File: config.mk
export PLATFORM = sky130hd
export DESIGN_NAME = mem_access_ctrl
export DESIGN_NICKNAME = d
export VERILOG_FILES = /design/src/rtl/mem_access_ctrl.sv
export SDC_FILE = /design/constraint.sdc
export NUM_CORES = 1
export LEC_CHECK = 0
export CAP_MARGIN = 10
export CORE_ASPECT_RATIO = 0.7
export CORE_MARGIN = 1.5
export CORE_UTILIZATION = 47
export CTS_CLUSTER_DIAMETER = 40
export DETAILED_ROUTE_END_ITERATION = 10
export PLACE_DENSITY_LB_ADDON = 0.1
export RECOVER_POWER = 50
export REMOVE_ABC_BUFFERS = 1
export SLEW_MARGIN = 10
export SYNTH_ARGS = -nofsm -noshare
export SYNTH_HDL_FRONTEND = slang
export SYNTH_SLANG_ARGS = --single-unit
File: constraint.sdc
create_clock -name clk_i -period 2.67 [get_ports clk_i]
set_input_delay 0.801 -clock clk_i [delete_from_list [all_inputs] [get_ports clk_i]]
set_output_delay 0.801 -clock clk_i [all_outputs]
set_load 0.05 [all_outputs]
File: src/rtl/mem_access_ctrl.sv
// Byte/half/word load-store front end for a 1-cycle-latency word memory; sub-word stores use read-modify-write.
// Latency fault 1, word store 2, load 3, sub-word store 4 cycles; stall_o holds the pipeline until the DONE cycle.
module mem_access_ctrl #(
    parameter int IDX_W = 8
) (
    input  logic        clk_i,
    input  logic        rst_n_i,
    input  logic        req_valid_i,
    input  logic        req_write_i,
    input  logic [1:0]  req_size_i,
    input  logic        req_unsigned_i,
    input  logic [31:0] req_addr_i,
    input  logic [31:0] req_wdata_i,
    input  logic [31:0] mem_rdata_i,
    output logic        mem_read_o,
    output logic        mem_write_o,
    output logic [31:0] mem_addr_o,
    output logic [31:0] mem_wdata_o,
    output logic        stall_o,
    output logic        resp_valid_o,
    output logic [31:0] rdata_o,
    output logic        misalign_o
);

    typedef enum logic [2:0] {IDLE, RD, CAP, MRG, WR, DONE} state_t;

    state_t             state, nextState;
    logic               reqWrite, reqUnsigned, err, misalignReq;
    logic [1:0]         reqSize, byteOff;
    logic [IDX_W-1:0]   wordIdx;
    logic [31:0]        wdataLat, mergeReg, loadData, mergeData;
    logic [7:0]         laneByte;
    logic [15:0]        laneHalf;
    logic               unusedAddrBits;

    // Address bits above the word index alias; they are intentionally dropped.
    assign unusedAddrBits = &{1'b0, req_addr_i[31:IDX_W+2]};

    always_comb begin
        misalignReq = (req_size_i == 2'b11)
                   || (req_size_i == 2'b01 && req_addr_i[0])
                   || (req_size_i == 2'b10 && req_addr_i[1:0] != 2'b00);
    end

    always_comb begin
        laneByte = mem_rdata_i[{byteOff, 3'b000} +: 8];
        laneHalf = mem_rdata_i[{byteOff[1], 4'b0000} +: 16];
        loadData = mem_rdata_i;
        case (reqSize)
            2'b00:   loadData = {{24{~reqUnsigned & laneByte[7]}}, laneByte};
            2'b01:   loadData = {{16{~reqUnsigned & laneHalf[15]}}, laneHalf};
            default: loadData = mem_rdata_i;
        endcase
    end

    always_comb begin
        mergeData = mem_rdata_i;
        case (reqSize)
            2'b00:   mergeData[{byteOff, 3'b000} +: 8] = wdataLat[7:0];
            2'b01:   mergeData[{byteOff[1], 4'b0000} +: 16] = wdataLat[15:0];
            default: mergeData = wdataLat;
        endcase
    end

    always_ff @(posedge clk_i or negedge rst_n_i) begin
        if (!rst_n_i) begin
            state       <= IDLE;
            reqWrite    <= 1'b0;
            reqUnsigned <= 1'b0;
            reqSize     <= 2'b00;
            byteOff     <= 2'b00;
            wordIdx     <= '0;
            wdataLat    <= '0;
            err         <= 1'b0;
            mergeReg    <= '0;
            rdata_o     <= '0;
        end else begin
            state <= nextState;
            if (state == IDLE && req_valid_i) begin
                reqWrite    <= req_write_i;
                reqUnsigned <= req_unsigned_i;
                reqSize     <= req_size_i;
                byteOff     <= req_addr_i[1:0];
                wordIdx     <= req_addr_i[IDX_W+1:2];
                wdataLat    <= req_wdata_i;
                err         <= misalignReq;
            end
            if (state == CAP) rdata_o  <= loadData;
            if (state == MRG) mergeReg <= mergeData;
        end
    end

    always_comb begin
        nextState    = state;
        mem_read_o   = 1'b0;
        mem_write_o  = 1'b0;
        mem_addr_o   = '0;
        mem_wdata_o  = '0;
        stall_o      = 1'b0;
        resp_valid_o = 1'b0;
        misalign_o   = 1'b0;
        case (state)
            IDLE: begin
                if (req_valid_i) begin
                    stall_o = 1'b1;
                    if (misalignReq)                              nextState = DONE;
                    else if (req_write_i && req_size_i == 2'b10) nextState = WR;
                    else                                          nextState = RD;
                end
            end
            RD: begin
                mem_read_o = 1'b1;
                mem_addr_o = {{(32-IDX_W){1'b0}}, wordIdx};
                stall_o    = 1'b1;
                nextState  = reqWrite ? MRG : CAP;
            end
            CAP: begin
                stall_o   = 1'b1;
                nextState = DONE;
            end
            MRG: begin
                stall_o   = 1'b1;
                nextState = WR;
            end
            WR: begin
                mem_write_o = 1'b1;
                mem_addr_o  = {{(32-IDX_W){1'b0}}, wordIdx};
                mem_wdata_o = (reqSize == 2'b10) ? wdataLat : mergeReg;
                stall_o     = 1'b1;
                nextState   = DONE;
            end
            DONE: begin
                resp_valid_o = 1'b1;
                misalign_o   = err;
                nextState    = IDLE;
            end
            default: nextState = IDLE;
        endcase
    end

endmodule

Word-level counts from Yosys, hierarchy flattened
Cells that the tools add are included.
W data, S select, Z words.
- bitwise gates (word level): 3
- shift-type cells: 6
- add/subtract/negate cells: 2
- multiply operators: 0
- reduce and logical (&&, ||, !) cells: 12
- multiplexer cells: 18
- magnitude comparators: 0
- divide/modulo/power cells: 0
- eq/ne operators: 11
- operators by type and width (kind ; count):
    $pmux W32 S2 ; 2
    $bwmux W32 ; 2
    $mux W32 ; 2
    $shift A16 B7 Y32 const A ; 1
    $shift A8 B7 Y32 const A ; 1
    $shiftx A16 B7 Y32 ; 1
    $shiftx A32 B6 Y16 ; 1
    $shiftx A32 B6 Y8 ; 1
    $shiftx A8 B7 Y32 ; 1
    $neg A5 Y7 ; 2
    $pmux W3 S4 ; 1
    $mux W3 ; 3
    $mux W8 ; 1
    $eq A2 B2 Y1 const B ; 3
    $eq A3 B2 Y1 const B ; 2
    $eq A3 B3 Y1 const B ; 2
    $mux W1 ; 6
    $eq A2 B1 Y1 const B ; 2
    $logic_and A1 B1 Y1 ; 4
    $reduce_or A2 Y1 ; 2
    $reduce_or A4 Y1 ; 1
    $eq A3 B1 Y1 const B ; 1
    $logic_not A3 Y1 ; 1
    $and A1 B1 Y1 ; 2
    other kinds (6) ; 7
- input bits: 103
- memories kept: 0
- output and inout bits: 101
- bits in registers: 114
- memory bits (writable): 0
- bits in read-only memories: 0
- latch bits: 0

Longest topological paths before layout
Gate-level depths: netlist (run 1).
- depth after elaboration: 7
- depth in mapped cells: 8
- mapped depth without buffers: 6

Worst setup path after synthesis (run 1)
Ideal clock, no wire load.
- path kind: flip-flop to output port
- start: register state[2]
- end: output mem_addr_o[0]
- cell stages (with the launch flop): 5
- slack: -1123 ps
- buffers on the path: 1
- required time: 1869 ps
- arrival time: 2992 ps
- cell sequence: dfrtp_1 -> clkbuf_1 -> nor3b_1 -> nor2_1 -> nor2b_1
- word-level cells in the longest chain between the ends: 3
- elaborated cells between the ends (all ways): 4
- ends and longest elaborated chain (what ; line ; text):
    from (decl) ; 27 ; state_t state, nextState;
    from (signal assigned) ; 78 ; state <= nextState;
    $eq A3 B3 Y1 or $eq A3 B1 Y1 (tied branches) ; 102 ; case (state)
    $reduce_or A2 Y1 (no source line) * ; - ;
    $mux W8 * ; 102 ;
    to (decl) ; 17 ; output logic [31:0] mem_addr_o,
Mark *: on every way between the ends. The rest lies on a longest branch, timed or not.

Worst setup path after layout (run 1)
- start: register reqSize[1]
- end: output mem_wdata_o[12]
- word-level cells in the longest chain between the ends: 3
- ends and longest elaborated chain (what ; line ; text):
    from (decl) ; 29 ; logic [1:0] reqSize, byteOff;
    from (signal assigned) ; 82 ; reqSize <= req_size_i;
    $eq A2 B2 Y1 ; 128 ; mem_wdata_o = (reqSize == 2'b10) ? wdataLat : mergeReg;
    $mux W32 ; 128 ;
    $mux W32 ; 102 ;
    to (decl) ; 18 ; output logic [31:0] mem_wdata_o,
Every way passes these cells.

==> results.yml, run 1 <==
clock_tree:
  htree_levels: 4
  cts_root_buf: "clkbuf_16"
  clkLatencyLatePin_ns: 0.41
  path_clk_slew_ns: 0.06
  cts_tree: "built"
  hold_buffers: 0
  cts_made_buffers: 17
  cts_num_sinks: 114
  cts_max_path_buffers: 2
yosys:
  synth_ff_type: "dfrtp_1"
  synth.area.top_cells: "dfrtp_1 45%, mux2_2 9.8%, nand2_1 6.2%"
  yosysUniqueCellTypes: 51
  avgSynthCellArea_um2: 9.641
  async_flop_share_pct: 100.0
  synth_top_area_share_pct: 45.18
  synth_edf_count: 0
  yosys_warnings: 0
  seq_area_frac_synth_pct: 45.18
  synth-seq-cells: 114
  yosys.area.top_type: "dfrtp_1"
  synth_area_um2: 6315
  synthCells: 655
sta:
  hold_slack_ns: 0.4920
  hold_viol_final: 0
  period_share_pct: 99.01
  worst_pin_slew_ns: 1.027
  setup_viol: 0
  fin_crit_ns: 2.643
  rsz0062_at_grt: "yes"
  fmax_mhz: 378.3
  skew_ns: 0.006186
  slew_headroom_pct: 31.55
  drv_slew: 0
detailed_routing:
  routed_wl_um: 21400
  drc_errors: 0
  detail_route.first_pass.iterations: 7
  via_count: 6010
  routedWlPerCell_um: 21.45
  drt_iter0_drc: 552
  viasPerCell: 6.022
  ant_nets: 0
grt:
  grt_use_total_pct: 30.18
  grt_first_pass_wirelength_um: 32590
  grt_pass1_vias: 5797
  gr-total-overflow: 0
  grt_max_degree: 47
  antenna_found_initial: 0
pwr:
  p_leak_nw: 3.891
  power_frac_clock_pct: 19.5
  comb_power_share_pct: 55.9
  p_per_area_nw_per_um2: 1421
  swShare_pct: 45.25
  ir_worst_vdd_mv: 0.6924
  p_sw_w: 0.006025
  intPower_w: 0.007291
  seqPwrFrac_pct: 24.6
floorplan:
  fp.dieH_um: 99.98
  die_area_um2: 14150
  initial_core_util_pct: 48.07
  coreArea_um2: 13140
  die-width_um: 141.5
  std_cell_rows: 35
  ioPinCount: 204
min_path:
  hp-class: "register to register"
cells_and_area:
  drive_above_1_share_pct: 26.68
  layout_commonest_cell: "dfrtp_1"
  n_fill_cell: 936
  regArea_um2: 2854
  fin_cells: 998
  final_util_pct: 71.31
  n_antenna_cell: 0
  area_growth_pct: 48.37
  layout_common_cells: "113 x dfrtp_1, 106 x clkdlybuf4s50_1, 104 x nand2_1"
  nNetsFinal: 927
  multi_input_area_um2: 3312
critical_path:
  cp_slowest_cell: "dfrtp_1"
  endpoint_kind: "primary output"
  cp_common_cell: "buf_12"
  critPathLaunchType: "register"
  critPathKind: "register to primary output"
  cp_data_arrival_time_ns: 1.84
  cpPeakStageDelay_ns: 0.44
  cp_max_fo: 8
  cp_cell_sequence: "inv_2 > nor2_4 > buf_12 > buf_12 > nand2_1 > a21oi_2 > buf_12"
  cp.required_ns: 1.87
outcome:
  status: "completed"
placement:
  io_buffers: 157
  place.gp.congestion: 0.9003
  dp_hpwl_um: 14290
  placed_cells: 960
run:
  cap_violations: 0
==> synthesized netlist by cell type (2+ instances only) <==
master      n
a21o_1      8
a21oi_1    59
a221o_1    23
a221oi_1   15
a22o_1      8
a32oi_1     8
buf_1       2
buf_2      18
buf_4      27
clkbuf_1   26
dfrtp_1   114
ha_1        5
inv_1       6
mux2_1      6
mux2_2     55
mux2i_1     3
nand2_1   105
nand2b_1    3
nand3_1    34
nand3b_1    4
nand4_1     8
nor2_1     33
nor2b_1    11
nor3_1      2
nor3b_1     5
nor4_1      3
o21ai_0    33
or3_1       8
==> final timing paths <==
check	startpoint	end	slack, ns	cells after the start
worst min register to register	rdata_o[16]	rdata_o[16]	0.49	2
worst max-delay path	reqSize[1]	mem_wdata_o[12]	0.03	7
worst max register to register	reqSize[1]	mergeReg[31]	0.27	6
min in group asynchronous	rst_n_i	wordIdx[3]	0.55	1
max in group asynchronous	rst_n_i	reqSize[0]	0.57	2
worst min-delay path	rdata_o[16]	rdata_o[16]	0.49	2
==> metrics by stage <==
| stage | setup slack (ns) | power (W) | setup TNS [ns] | area [µm²] |
|---|---|---|---|---|
| 6_report | 0.02656 | 0.01332 | 0 | 9369 |
| 5_1_grt | -0.01673 | 0.01389 | -0.04288 | 9369 |
| 4_1_cts | 0.001984 | 0.01289 | 0 | 9213 |
| 3_5_place_dp | 0.08681 | 0.01012 | 0 | 8439 |
| 3_3_place_gp | 0.1292 | 0.009930 | 0 | 8439 |
| 2_1_floorplan | -1.867 | 0.007353 | -132.57 | 5998 |
==> flip-flops by register name (all words and copies together), names as in the netlist <==
signal,cells
mergeReg,32
rdata_o,32
wdataLat,32
wordIdx,8
state,3
byteOff,2
reqSize,2
err,1
reqUnsigned,1
reqWrite,1
==> cells by family (layout without fill, tap and decap cells) <==
| family | after synthesis | in the layout | share of synthesized area (%) |
|---|---|---|---|
| buffers and inverters | 80 | 234 | 6.737 |
| other | 1 | 24 | 0.05938 |
| and+or+nand+nor | 229 | 229 | 17.95 |
| muxes | 64 | 64 | 11.35 |
| adders and majority gates | 5 | 5 | 0.9907 |
| DFF | 114 | 114 | 45.18 |
| AOI/OAI and AO/OA | 162 | 162 | 17.73 |
==> power by group through the flow <==
stage	Clock, W	Sequential [W]	Combinational (W)
final	0.00260	0.00327	0.00744
after CTS	0.00262	0.00323	0.00705
after floorplan	0	0.00400	0.00335
after global placement	0	0.00320	0.00673
after detailed placement	0	0.00325	0.00687
after global routing	0.00269	0.00337	0.00784
==> area by class of cell <==
class | count | area share, %
flip-flops and latches | 114 | 30.46
well taps | 166 | 2.217
repair buffers | 196 | 24.59
inverters | 6 | 0.2404
clock buffers | 20 | 4.981
multi-input cells | 484 | 35.35
clock inverters | 12 | 2.163
==> what timing repair did <==
action,CTS,global route
gates resized for setup,28,27
setup buffers,0,2
pin swaps,0,2
gates cloned,0,4
endpoints found under the setup margin,40,38
==> worst max-delay path: cells and delay by family (launching register included) <==
kind / cells / cell delay (ns)
and+or+nand+nor: 2 / 0.23
AOI/OAI and AO/OA: 1 / 0.24
buffers and inverters: 4 / 0.52
DFF: 1 / 0.44
==> per-layer routing <==
metal | vias to the layer above | global-route usage [%] | routed length [µm]
met5 | - | 0 | 0
met4 | 0 | 8.327 | 383
met3 | 39 | 8.540 | 2397
met2 | 374 | 43.98 | 9499
met1 | 2936 | 44.04 | 9124
li1 | 2661 | - | -
(Power assumes the default switching activity.)
==> inputs of run 2 (changes only) <==
Settings changed: CORE_UTILIZATION 47 to 50, DONT_BUFFER_PORTS set to 1.
==> results.yml, run 2 (synthesized netlist as in run 1, its figures left out) <==
outcome:
  status: "completed"
critical_path:
  critPathKind: "register to primary output"
  cp.required_ns: 1.87
  cp_cell_sequence: "inv_1 > nor2_2 > buf_4 > nand2_1 > a21oi_1 > buf_4"
  r2r_setup_slack_ns: 0.25
  path_delay_family: "buffers and inverters"
  path_buf_inv: 3
  endpoint_kind: "primary output"
  ff2ff_path_depth: 4
  critPathLaunchType: "register"
  cp_slowest_cell: "dfrtp_1"
  r2r_end: "wdataLat[21]"
  cpPeakStageDelay_ns: 0.39
  cp_max_fo: 14
  r2r_start: "state[1]"
  cp_common_cell: "buf_4"
  cp_data_arrival_time_ns: 1.80
detailed_routing:
  routedWlPerCell_um: 21.45
  detail_route.first_pass.iterations: 5
  via_count: 5296
  ant_nets: 0
  viasPerCell: 6.094
  drc_errors: 0
  drt_iter0_drc: 406
  routed_wl_um: 18640
cells_and_area:
  layout_common_cells: "113 x dfrtp_1, 105 x nand2_1, 67 x buf_4"
  n_fill_cell: 1038
  regArea_um2: 2854
  reg_top3: "mergeReg x32, rdata_o x32, wdataLat x32"
  final_cell_area_um2: 7382
  area_growth_pct: 16.90
  layout_commonest_cell: "dfrtp_1"
  n_antenna_cell: 0
  multi_input_area_um2: 3149
  drive_above_1_share_pct: 24.75
  nNetsFinal: 802
sta:
  fin_crit_ns: 2.600
  hold_slack_ns: 0.07824
  rsz0062_at_grt: "yes"
  fmax_mhz: 384.7
  setup_viol: 0
  hold_viol_final: 0
  slew_headroom_pct: 18.06
  drv_slew: 0
  worst_pin_slew_ns: 1.229
  period_share_pct: 97.36
  skew_ns: 0.006481
floorplan:
  fp.dieH_um: 97.03
  die-width_um: 137.3
  die_area_um2: 13320
  ioPinCount: 204
  std_cell_rows: 34
  initial_core_util_pct: 51.01
  coreArea_um2: 12380
placement:
  dp_hpwl_um: 12920
  place.gp.congestion: 0.8550
  io_buffers: 0
  place_area_um2: 6778
grt:
  met2_usage_pct: 40.63
  grt_max_degree: 115
  antenna_found_initial: 0
  grt_first_pass_wirelength_um: 29370
  gr-total-overflow: 0
  met3_usage_pct: 8.857
  grt_pass1_vias: 5171
  grtUsageMet1_pct: 43.96
  grt_use_total_pct: 29.18
  top_usage_layer: "met1"
pwr:
  ir_worst_vdd_mv: 0.9079
  p_per_area_nw_per_um2: 1533
  p_leak_nw: 3.219
run:
  cap_violations: 0
min_path:
  hp-class: "input port to asynchronous set/reset pin"
clock_tree:
  cts_tree: "built"
  cts_num_sinks: 114
  cts_max_path_buffers: 2
  clkLatencyLatePin_ns: 0.42
  cts_made_buffers: 17
  cts_root_buf: "clkbuf_16"
  path_clk_slew_ns: 0.06
  htree_levels: 4
==> run 2: changes by cell type in the layout (fill, tap and decap cells not counted), moves of 4 or more <==
cell | previous run | this run
dlygate4sd3_1 | 5 | 0
buf_12 | 40 | 2
clkdlybuf4s50_1 | 106 | 0
buf_6 | 5 | 1
a21oi_2 | 29 | 1
a21oi_1 | 27 | 58
buf_4 | 30 | 67
==> run 2: area by class of cell <==
cell class | count | area share, %
Multi-Input combinational cell | 484 | 42.66
Sequential cell | 114 | 38.66
Timing Repair Buffer | 71 | 7.576
Clock buffer | 18 | 5.949
Tap cell | 162 | 2.746
Clock inverter | 14 | 2.102
Inverter | 6 | 0.3051
==> run 2: worst max-delay path by stage <==
stage | from | endpoint | slack [ns] | depth (start not counted)
2_1_floorplan | reqSize[1] | mem_wdata_o[0] | -1.87 | 4
3_3_place_gp | reqSize[0] | mem_wdata_o[9] | 0.30 | 6
3_5_place_dp | reqSize[0] | mem_wdata_o[9] | 0.28 | 6
4_1_cts | state[1] | mem_wdata_o[9] | 0.02 | 5
5_1_grt | reqSize[1] | mem_wdata_o[3] | -0.01 | 6
6_report | reqSize[1] | mem_wdata_o[8] | 0.07 | 6
==> run 2: worst register-to-register path, stage by stage (launching register included) <==
cell and delay [ns]:
dfrtp_1 0.39, buf_4 0.17, nor4b_1 0.30, clkbuf_2 0.97, mux2_2 0.47
==> run 2: repair_timing <==
| action | in CTS | in global routing |
|---|---|---|
| hold buffers | 0 | 0 |
| setup buffers | 2 | 0 |
| resized for setup | 3 | 4 |
| gates cloned | 0 | 0 |
| endpoints found under the hold margin | 0 | 0 |
| endpoints found under the setup margin | 40 | 15 |
==> run 2: report_power, final <==
part	internal (W)	switching, W
logic	0.00192	0.00309
registers	0.00256	0.00146
clock network	0.00141	0.000882
==> run 2: metrics by stage <==
| stage | setup TNS, ns | utilization (%) | total power, W | setup slack (ns) | instances |
|---|---|---|---|---|---|
| 2_1_floorplan | -132.57 | - | 0.007353 | -1.867 | 604 |
| 3_3_place_gp | 0 | 54.75 | 0.008848 | 0.2989 | 835 |
| 3_5_place_dp | 0 | 54.75 | 0.008977 | 0.2840 | 835 |
| 4_1_cts | 0 | 59.72 | 0.01132 | 0.02352 | 869 |
| 5_1_grt | -0.02370 | 59.63 | 0.01197 | -0.01300 | 869 |
| 6_report | 0 | 59.63 | 0.01132 | 0.07044 | 869 |
==> run 2: layer usage <==
| layer | vias up | share of wire (%) | wire (µm) |
|---|---|---|---|
| met3 | 23 | 11 | 1990 |
| met4 | 0 | 1.3 | 236 |
| li1 | 2413 | - | - |
| met1 | 2575 | 46 | 8557 |
| met5 | - | 0 | 0 |
| met2 | 285 | 42 | 7858 |
